`config.mk`:
```
export PLATFORM = sky130hd
export DESIGN_NAME = isr_nested_ctrl
export DESIGN_NICKNAME = d
export VERILOG_FILES = /design/src/rtl/isr_nested_ctrl.sv
export SDC_FILE = /design/constraint.sdc
export NUM_CORES = 1
export LEC_CHECK = 0
export ABC_AREA = 1
export CAP_MARGIN = 10
export CORE_UTILIZATION = 39
export CTS_CLUSTER_SIZE = 25
export DETAILED_ROUTE_END_ITERATION = 7
export GPL_ROUTABILITY_DRIVEN = 0
export GPL_TIMING_DRIVEN = 0
export PLACE_DENSITY = 0.69
export SETUP_SLACK_MARGIN = 0.15
export SLEW_MARGIN = 20
export SYNTH_ARGS = -nofsm -noshare
export SYNTH_HDL_FRONTEND = slang
export SYNTH_SLANG_ARGS = --single-unit
```
`constraint.sdc`:
```
create_clock -name clk -period 2.7 [get_ports clk]
set_input_delay 0.54 -clock clk [delete_from_list [all_inputs] [get_ports clk]]
set_output_delay 0.54 -clock clk [all_outputs]
set_load 0.02 [all_outputs]
```
`src/rtl/isr_nested_ctrl.sv`:
```
// In-service register and two-pulse INTA sequencer with nested-priority
// gating of the CPU interrupt request.
// Optional build macro: ROTATE_EN (adds rot_en input and rotating priority).
module isr_nested_ctrl #(
  parameter int NUM_IRQ = 8,
  parameter int ID_W    = $clog2(NUM_IRQ),
  parameter int VEC_W   = 8,
  parameter int BASE_W  = VEC_W - ID_W
) (
  input  logic               clk,
  input  logic               rst_n,
  input  logic [NUM_IRQ-1:0] irr_req,
  input  logic               inta_pulse,
  input  logic               aeoi_en,
  input  logic               eoi_ns,
  input  logic               eoi_sp,
  input  logic [ID_W-1:0]    eoi_level,
  input  logic [BASE_W-1:0]  vec_base,
`ifdef ROTATE_EN
  input  logic               rot_en,
`endif
  output logic [NUM_IRQ-1:0] isr_reg,
  output logic               int_out,
  output logic [NUM_IRQ-1:0] irq_ack,
  output logic [VEC_W-1:0]   vec_out,
  output logic               vec_valid,
  output logic               busy
);

  localparam int unsigned N = NUM_IRQ;

  typedef enum logic {IDLE, WAIT2} state_t;

  state_t             state_q, state_d;
  logic [ID_W-1:0]    win_id, win_d;
  logic               spur_q, spur_d;
  logic [ID_W-1:0]    lp;
  logic [NUM_IRQ-1:0] isr_d, ack_d, set_v, clr_v;
  logic [VEC_W-1:0]   vec_d;
  logic               valid_d, int_d;
  logic [ID_W:0]      req_pick, isr_pick;
`ifdef ROTATE_EN
  logic [ID_W-1:0]    lp_d;
`endif

  // Highest-priority set bit, scanning from lowp+1 upward with wrap.
  // Result MSB flags "found", low bits hold the level.
  function automatic logic [ID_W:0] pick_top(input logic [NUM_IRQ-1:0] v,
                                             input logic [ID_W-1:0]    lowp);
    logic [ID_W:0]   res;
    logic [ID_W-1:0] idx;
    res = '0;
    for (int unsigned k = 0; k < N; k++) begin
      idx = ID_W'((32'(lowp) + k + 1) % N);
      if (!res[ID_W] && v[idx]) res = {1'b1, idx};
    end
    return res;
  endfunction

  // Position of a level in the current priority order (0 = highest).
  function automatic logic [ID_W-1:0] rank_of(input logic [ID_W-1:0] id,
                                              input logic [ID_W-1:0] lowp);
    return ID_W'((32'(id) + N - 32'(lowp) - 1) % N);
  endfunction

`ifndef ROTATE_EN
  assign lp = ID_W'(N - 1);
`endif

  assign busy = (state_q == WAIT2);

  // Next-state, ISR update (clears first, then INTA set), vector and request.
  always_comb begin
    req_pick = pick_top(irr_req, lp);
    isr_pick = pick_top(isr_reg, lp);
    state_d  = state_q;
    win_d    = win_id;
    spur_d   = spur_q;
    vec_d    = vec_out;
    valid_d  = 1'b0;
    set_v    = '0;
    clr_v    = '0;
`ifdef ROTATE_EN
    lp_d     = lp;
`endif

    if (eoi_ns && isr_pick[ID_W]) begin
      clr_v[isr_pick[ID_W-1:0]] = 1'b1;
`ifdef ROTATE_EN
      if (rot_en) lp_d = isr_pick[ID_W-1:0];
`endif
    end
    if (eoi_sp && (32'(eoi_level) < N)) clr_v[eoi_level] = 1'b1;

    case (state_q)
      IDLE: begin
        if (inta_pulse) begin
          state_d = WAIT2;
          if (req_pick[ID_W]) begin
            win_d  = req_pick[ID_W-1:0];
            spur_d = 1'b0;
            set_v[req_pick[ID_W-1:0]] = 1'b1;
          end else begin
            win_d  = ID_W'(N - 1);
            spur_d = 1'b1;
          end
        end
      end
      WAIT2: begin
        if (inta_pulse) begin
          state_d = IDLE;
          vec_d   = {vec_base, win_id};
          valid_d = 1'b1;
          if (aeoi_en && !spur_q) begin
            clr_v[win_id] = 1'b1;
`ifdef ROTATE_EN
            if (rot_en) lp_d = win_id;
`endif
          end
        end
      end
      default: state_d = IDLE;
    endcase

    isr_d = (isr_reg & ~clr_v) | set_v;
    ack_d = set_v;
    int_d = (state_q == IDLE) && !inta_pulse && req_pick[ID_W] &&
            (!isr_pick[ID_W] ||
             (rank_of(req_pick[ID_W-1:0], lp) < rank_of(isr_pick[ID_W-1:0], lp)));
  end

  // State and output registers with synchronous active-low reset.
  always_ff @(posedge clk) begin
    if (!rst_n) begin
      state_q   <= IDLE;
      win_id    <= '0;
      spur_q    <= 1'b0;
      isr_reg   <= '0;
      irq_ack   <= '0;
      int_out   <= 1'b0;
      vec_out   <= '0;
      vec_valid <= 1'b0;
`ifdef ROTATE_EN
      lp        <= ID_W'(N - 1);
`endif
    end else begin
      state_q   <= state_d;
      win_id    <= win_d;
      spur_q    <= spur_d;
      isr_reg   <= isr_d;
      irq_ack   <= ack_d;
      int_out   <= int_d;
      vec_out   <= vec_d;
      vec_valid <= valid_d;
`ifdef ROTATE_EN
      lp        <= lp_d;
`endif
    end
  end

endmodule

```
# Word-level counts from Yosys, hierarchy flattened
# Cells that the tools add are included.
[word_totals]
word_cells = 110
output_inout_bits = 27
regBits = 31
inputBits = 22
[classes]
n_bitwise = 6
mux = 37
n_reduce_logical = 44
n_addsub = 6
order_cmp = 9
[op_table]
columns = ["operator", "n"]
rows = [
  ["$mux 4", 16],
  ["$mux 8", 8],
  ["$or 8x8->8", 3],
  ["$logic_and 1x1->1", 23],
  ["$logic_not 1->1", 17],
  ["$lt 3x4->1 const B", 4],
  ["$demux 1 s3", 4],
  ["$ge 3x1->1 const B", 4],
  ["$and 8x8->8", 1],
  ["$not 8->8", 1],
  ["$mux 1", 7],
  ["$add 3x1->3 const B", 2],
  ["$reduce_and 2->1", 3],
  ["$sub 3x3->3 const B", 2],
  ["$lt 3x3->1", 1],
  ["$mux 3", 1],
  ["$sub 3x1->3 const B", 1],
  ["$sub 3x2->3 const B", 1],
  ["$pmux 1 s2", 1],
  ["$logic_or 1x1->1", 1],
  ["$not 1->1", 1],
]

# Longest topological paths before layout
[depth]
word_depth = 36
depth_mapped = 11
depth_no_buf = 11

# Worst setup path before layout
# OpenSTA, ideal clock, no wires.
[synth_timing]
path_type = "input to register"
startpoint = "input irr_req[2]"
endpoint = "register int_out"
slack_ps = 966
stages = 11
arrival_ps = 1668
setup_ps = 66
required_ps = 2634
n_path_buf = 0
cell_sequence = "nor2_1 > nand4_1 > inv_1 > o21ai_0 > nand2_1 > ha_1 > inv_1 > a21oi_1 > nand2_1 > nand2_1 > a21oi_2"
[synth_between]
elab_chain_len = 23
elab_cells_between_ends = 24
cone_classes = "add/sub: 3; order compare: 1; mux: 6; reduce/logical: 14"
[synth_lines]
columns = ["item", "line_no", "text"]
rows = [
  ["from (decl)", "12", "input logic [NUM_IRQ-1:0] irr_req,"],
  ["$logic_and 1x1->1 *", "55", "if (!res[ID_W] && v[idx]) res = {1'b1, idx};"],
  ["$mux 4 *", "55", ""],
  ["$logic_not 1->1", "55", ""],
  ["$logic_and 1x1->1", "55", ""],
  ["$mux 4 *", "55", ""],
  ["$logic_not 1->1", "55", ""],
  ["$logic_and 1x1->1", "55", ""],
  ["$mux 4 *", "55", ""],
  ["[... 7 more ...]", "n/a", ""],
  ["$logic_and 1x1->1", "55", ""],
  ["$mux 4 *", "55", ""],
  ["$add 3x1->3", "63", "return ID_W'((32'(id) + N - 32'(lowp) - 1) % N);"],
  ["$sub 3x3->3", "63", ""],
  ["$sub 3x2->3", "63", ""],
  ["$lt 3x3->1", "129", "(rank_of(req_pick[ID_W-1:0], lp) < rank_of(isr_pick[ID_W-1:0], lp)));"],
  ["$logic_or 1x1->1", "128", "(!isr_pick[ID_W] ||"],
  ["$logic_and 1x1->1 *", "127", "int_d = (state_q == IDLE) && !inta_pulse && req_pick[ID_W] &&"],
  ["to (signal assigned)", "152", "int_out <= int_d;"],
  ["to (decl)", "23", "output logic int_out,"],
]
# Mark *: on every way between the ends. The rest lies on a longest branch, timed or not.
# A chain may end at the register's enable or synchronous reset.

# Final worst setup path
[layout_timing]
startpoint = "input irr_req[1]"
endpoint = "register int_out"
[layout_between]
elab_chain_len = 26
elab_cells_between_ends = 27
cone_classes = "add/sub: 3; order compare: 1; mux: 7; reduce/logical: 16"
[layout_lines]
columns = ["item", "line_no"]
rows = [
  ["$logic_and 1x1->1 *", "55"],
  ["$mux 4 *", "55"],
  ["$logic_not 1->1", "55"],
  ["$logic_and 1x1->1", "55"],
  ["$mux 4 *", "55"],
  ["$logic_not 1->1", "55"],
  ["$logic_and 1x1->1", "55"],
  ["$mux 4 *", "55"],
  ["[... 10 more ...]", "n/a"],
  ["$logic_and 1x1->1", "55"],
  ["$mux 4 *", "55"],
  ["$add 3x1->3", "63"],
  ["$sub 3x3->3", "63"],
  ["$sub 3x2->3", "63"],
  ["$lt 3x3->1", "129"],
  ["$logic_or 1x1->1", "128"],
  ["$logic_and 1x1->1 *", "127"],
]
# Marked as above.

==> flow_summary.toml <==
[floorplanning]
die_x_microns = 65.1
ios = 49
fp.dieH_microns = 65.1
num_rows = 22
coreArea_sq_um = 3740
dieArea_sq_um = 4240
start_util_pct = 41.5

[cts]
cts_root_buf = "clkbuf_8"
clock_path_buffers = 2
cts_made_buffers = 5
hold_buffers = 0
cts_num_sinks = 31
cts_resized = 0
clock_latency_ns = 0.28
htreeDepth = 2
clk_pin_slew_ns = 0.07
cts_tree = "done"
cts_setup_buffers = 0

[setup_path]
cp-end-kind = "flop"
critPathKind = "in2reg"
crit_required_ns = 2.92
cp.arrival_ns = 2.45
reg2reg_depth = 10
start_kind = "input pin"
r2r_end = "int_out"
cp_max_fo = 5
r2r-start = "isr_reg[2]"
regToRegSetupSlack_ns = 1.09

[sta]
tightest_slew_ns = 0.437
relSlewSlack_pct = 70.9
final_hold_viol_count = 0
fin_setup_tns_ns = 0
finalClockSkew_ns = 0.00659
setup_violations = 0
slew_violations = 0
hold_slack_ns = 0.496
period_minus_slack_ns = 2.23
fmax_ghz = 0.449
period_share_pct = 82.5
rsz0062_at_grt = "no"

[global_routing]
overflow = 0
grt_max_degree = 11
grtUsageTotal_pct = 21.3
grt_pass1_wl_microns = 6780
antenna_found_initial = 0
grt_pass1_vias = 1477

[finish]
finalInstanceArea_sq_um = 2200
fin_util_pct = 58.8
antenna_cells = 0
drive_above_1_share_pct = 7.69
area_growth_pct = 41.7
final_nets = 298

[power]
p_sw_uw = 307
pwr-share-clk_pct = 40.3
power_mw = 1.17
p_leak_nw = 0.918
powerDensity_nw_per_um2 = 533
swShare_pct = 26.2
ir_drop_v = 0.000375
intPower_uw = 866
p_seq_share_pct = 42.1
comb_power_share_pct = 17.6

[yosys]
syn_avg_cell_area_sq_um = 7.13
ys_ff_latch = 31
synth_cells = 218
syn_nets = 244
ys_types = 24
syn_area_sq_um = 1550
yosys_warnings = 0
seq_area_frac_synth_pct = 39.9

[drt]
drcViolationCount = 0
ant_nets = 0
post_drt_wl_per_cell_microns = 12.8
totalWireLength_microns = 4100
drt-vias-per-instance = 5.05
firstDrtPassIters = 4
first_iter_violations = 161
vias = 1621

[hold_path]
worstHoldStart = "vec_out[3]"
holdPathEnd = "vec_out[3]"
hp-class = "reg2reg"
hold_depth = 2

[placed_design]
dp.final_hpwl_microns = 3170
io_buffers = 47
placed_cell_area_sq_um = 2080

[run_status]
status = "finished, final reports clean"

[run]
drv_cap = 0
[layout by cell type (no fill, tap or decap)]
master           netlist  routed
buf_2                  1       1
o22ai_1                2       2
nand3_1               15      15
nand2_1               21      21
a21oi_2                1       1
o2111ai_1              2       2
a31oi_1                2       2
o21ai_0               17      17
ha_1                   4       4
clkbuf_1               3       3
clkbuf_8               0       6
inv_1                 34      34
nand3b_1               2       2
nand4_1               16      16
nor3_2                 1       1
nor2_1                35      35
nor3_1                 6       6
dfxtp_1               31      31
nand2_2                2       2
nor2_2                 4       4
o32ai_1                1       1
clkdlybuf4s50_1        0      47
nand3_2                2       2
a41oi_1                1       1
a21oi_1               13      13
nor2_4                 2       2
clkinv_2               0       1
bufinv_16              0       1
[worst max-delay path: stages]
cell	delay (ns)
clkdlybuf4s50_1	0.47
nor2_2	0.21
nand4_1	0.25
inv_1	0.15
o21ai_0	0.18
nand2_1	0.12
ha_1	0.23
inv_1	0.05
a21oi_1	0.03
nand2_1	0.07
nand2_1	0.06
a21oi_2	0.10
[routing by layer]
metal / global-route usage [%] / wire, microns / up-vias
met5: 0 / 0 / -
met3: 8.16 / 318 / 4
met2: 33.2 / 1880 / 67
met1: 27.0 / 1870 / 710
li1: - / - / 840
met4: 6.52 / 38 / 0
[stage by stage]
stage | instances | setup WS (ns)
4_1_cts | 321 | 0.474
5_1_grt | 321 | 0.282
2_1_floorplan | 218 | 0.966
6_report | 321 | 0.473
3_5_place_dp | 313 | 0.175
3_3_place_gp | 313 | 0.224
[worst max path at each step]
stage          startpoint       to  cells past startpoint
6_report       irr_req[1]  int_out                     12
5_1_grt        irr_req[2]  int_out                     12
4_1_cts        irr_req[1]  int_out                     12
3_5_place_dp   irr_req[1]  int_out                     12
3_3_place_gp   irr_req[1]  int_out                     12
2_1_floorplan  irr_req[2]  int_out                     11
[cells in the mapped netlist, drive strengths merged]
cell,instances,area [sq um]
a31oi,2,12.5
o22ai,2,12.5
nor3,7,40.0
nand3,17,95.1
o21ai,17,85.1
ha,4,50.1
buf,1,5.00
nand4,16,100
nand3b,2,15.0
o32ai,1,8.76
o2111ai,2,17.5
nor2,41,179
a21oi,14,73.8
nand2,23,91.3
a41oi,1,8.76
dfxtp,31,621
clkbuf,3,11.3
inv,34,128
[power groups by stage]
stage | Sequential [mW] | Combinational [mW] | Clock [mW]
3_5_place_dp | 0.504 | 0.205 | 0
5_1_grt | 0.496 | 0.228 | 0.510
6_report | 0.494 | 0.207 | 0.472
2_1_floorplan | 0.522 | 0.0920 | 0
4_1_cts | 0.493 | 0.206 | 0.481
3_3_place_gp | 0.503 | 0.204 | 0
[logic make-up after synthesis]
family | share of synthesized area, %
buf+inv | 9.26
fa+ha+maj | 3.22
simple gates | 33.5
compound gates | 14.1
flops | 39.9
[cell type report]
cell class	count	area, sq um
inverter	34	128
clock buffer	6	82.6
sequential	31	621
buffer	4	16.3
tap	48	60.1
multi-input combinational	149	790
fill	377	1540
clock inverter	2	35.0
timing repair buffer	47	470
Power figures use the tool's default switching activity.
==> RTL change: new RTL, config.mk and constraints unchanged <==
Put one more register stage on the output `irq_ack`, with the module's reset. The value now appears one clock later. The other outputs are not delayed to match.
--- a/src/rtl/isr_nested_ctrl.sv
+++ b/src/rtl/isr_nested_ctrl.sv
@@ -30,6 +30,8 @@
   localparam int unsigned N = NUM_IRQ;
 
   typedef enum logic {IDLE, WAIT2} state_t;
+
+  logic [NUM_IRQ-1:0] irq_ack_s0;
 
   state_t             state_q, state_d;
   logic [ID_W-1:0]    win_id, win_d;
@@ -136,7 +138,7 @@
       win_id    <= '0;
       spur_q    <= 1'b0;
       isr_reg   <= '0;
-      irq_ack   <= '0;
+      irq_ack_s0 <= '0;
       int_out   <= 1'b0;
       vec_out   <= '0;
       vec_valid <= 1'b0;
@@ -148,7 +150,7 @@
       win_id    <= win_d;
       spur_q    <= spur_d;
       isr_reg   <= isr_d;
-      irq_ack   <= ack_d;
+      irq_ack_s0 <= ack_d;
       int_out   <= int_d;
       vec_out   <= vec_d;
       vec_valid <= valid_d;
@@ -158,5 +160,13 @@
     end
   end
 
+  always_ff @(posedge clk) begin
+    if (!rst_n) begin
+      irq_ack <= '0;
+    end else begin
+      irq_ack <= irq_ack_s0;
+    end
+  end
+
 endmodule
 
Check against the original RTL: not equivalent (Yosys sat finds a counterexample within 4 cycles, from zero or initial values and one cycle with rst_n low).
==> RTL change against the unedited design <==
Power is 2.2% higher. Area after synthesis grew 14%. Sequential cell count up 8. Final cell count increased by 8.1%. Worst setup slack gained 96 ps. Design area up 8.5%. Wire length is 3.0% higher. Synthesized cell count up 10%. Count of clock-buffer cells in the layout up 1.
==> RTL change: results (changes against the unedited design) <==
Drt
  – Routed WL: 4228 um (+3.0%)
  – Drt first pass iters: 5 (+1)
  – Vias post-DR: 1796 (+11%)
  – Drt first-iter violations: 134 (-17%)

Finish
  – Diodes inserted: 0 (unchanged)
  – Layout cells sized above 1: 6.780% (-0.91 points)
  – Nets: 320 (+7.4%)
  – Filler Cell Count: 425 (+13%)

Setup path
  – Crit path arrival time: 2350 ps (-100 ps)
  – Worst path slowest cell: clkdlybuf4s50_1
  – Crit-path leading delay family: simple AND/OR/NAND/NOR gates
  – Worst path max stage delay: 450 ps (-20 ps)
  – Critical-path maximum fanout: 5 (unchanged)

Synth
  – Synth Net Count: 266 (+9.0%)
  – Register area share after synthesis: 44.04% (+4.1 points)
  – YS warnings: 0 (unchanged)
  – Post-synth ARST share: 0% (unchanged)
  – Top cells by count, synth: dfxtp_1, nor2_1, inv_1, nand2_1, nand4_1
  – Top post-synthesis cells by area: dfxtp_1, nor2_1, inv_1
  – Synth cell types: 28 (+17%)

Global route
  – Largest net degree at the start of global routing: 12 (+1)
  – Wire length of the first global-routing pass: 7293 um (+7.5%)
  – Initial antenna violation count: 0 (unchanged)
  – All-Layer GR Usage: 19.12% (-2.2 points)
  – Vias in the first global route: 1584 (+7.2%)

Clock network
  – Clock latency on the worst-skew pair: 290 ps
  – CTS clk-pin slew, worst paths: 70 ps (about the same)
  – H-tree depth: 2 (unchanged)
  – CTS Root Buffer Type: clkbuf_8
  – CTS Buf Count: 5 (unchanged)
  – Resized Gates After CTS: 0 (unchanged)
  – # Post-CTS Setup Buffers: 0 (unchanged)

STA
  – Final setup violation count: 0 (unchanged)
  – Slew HR: 67.39% (-3.5 points)
  – Skew final: 9.850 ps (+3.263 ps)

Min path
  – HP Class: register to register

Placed design
  – Dpl ws: 291.8 ps (+117.2 ps)
  – Dpl hpwl: 3362 um (+5.9%)
  – IO Port Bufs: 47 (unchanged)
  – Cell Area, Placed: 2308 sq um (+11%)

Status
  – Status: finished, final reports clean

Power and ir drop
  – Leakage: 0.001035 uW (+13%)
  – Max VDD drop: 0.0003104 V (-17%)
RTL change: logic make-up (layout without fill, tap and decap cells):
group / Yosys count / in the layout / synth area share [%]
simple gates: 114 / 114 / 30.84
buf+inv: 44 / 99 / 9.385
compound gates: 39 / 39 / 12.91
flops: 39 / 39 / 44.04
fa+ha+maj: 4 / 4 / 2.823
RTL change: final cells by class:
type	instances	area, sq um	share of cell area, %
Timing Repair Buffer	47	470.5	19.69
Buffer	7	27.53	1.152
Clock inverter	1	5.005	0.2094
Clock buffer	7	76.32	3.194
Inverter	37	138.9	5.812
Sequential cell	39	780.7	32.67
Multi-Input combinational cell	157	825.8	34.56
Tap cell	52	65.06	2.723
RTL change: where the power goes:
| group | total [uW] | switching, uW | internal (uW) |
|---|---|---|---|
| registers | 613 | 15.8 | 598 |
| logic | 208 | 119 | 88.6 |
| clock network | 377 | 196 | 181 |
| total | 1200 | 331 | 867 |
RTL change: metrics by stage:
| step | hold WS, ps | cells | util (%) |
|---|---|---|---|
| 6_report | 413.2 | 347 | 54.89 |
| 5_1_grt | 435.3 | 347 | 54.89 |
| 4_1_cts | 414.3 | 347 | 54.89 |
| 3_5_place_dp | 397.3 | 339 | 53.02 |
| 3_3_place_gp | 392.7 | 339 | 53.02 |
| 2_1_floorplan | 390.5 | 240 | - |
RTL change: path summary, 6_finish.rpt:
check                      from         end  slack (ps)  cells past startpoint
setup / recovery     irr_req[1]     int_out         570                     12
hold / removal    irq_ack_s0[3]  irq_ack[3]         410                      2
setup reg to reg     isr_reg[2]     int_out        1100                     10
hold reg to reg   irq_ack_s0[3]  irq_ack[3]         410                      2
RTL change: layer usage:
metal  vias to the layer above  routed length (um)  track usage, %
li1                        909                   -               -
met1                       818                1972           25.00
met2                        60                1922           30.10
met3                         9                 235           4.070
met4                         0                  98           8.844
met5                         -                   0               0
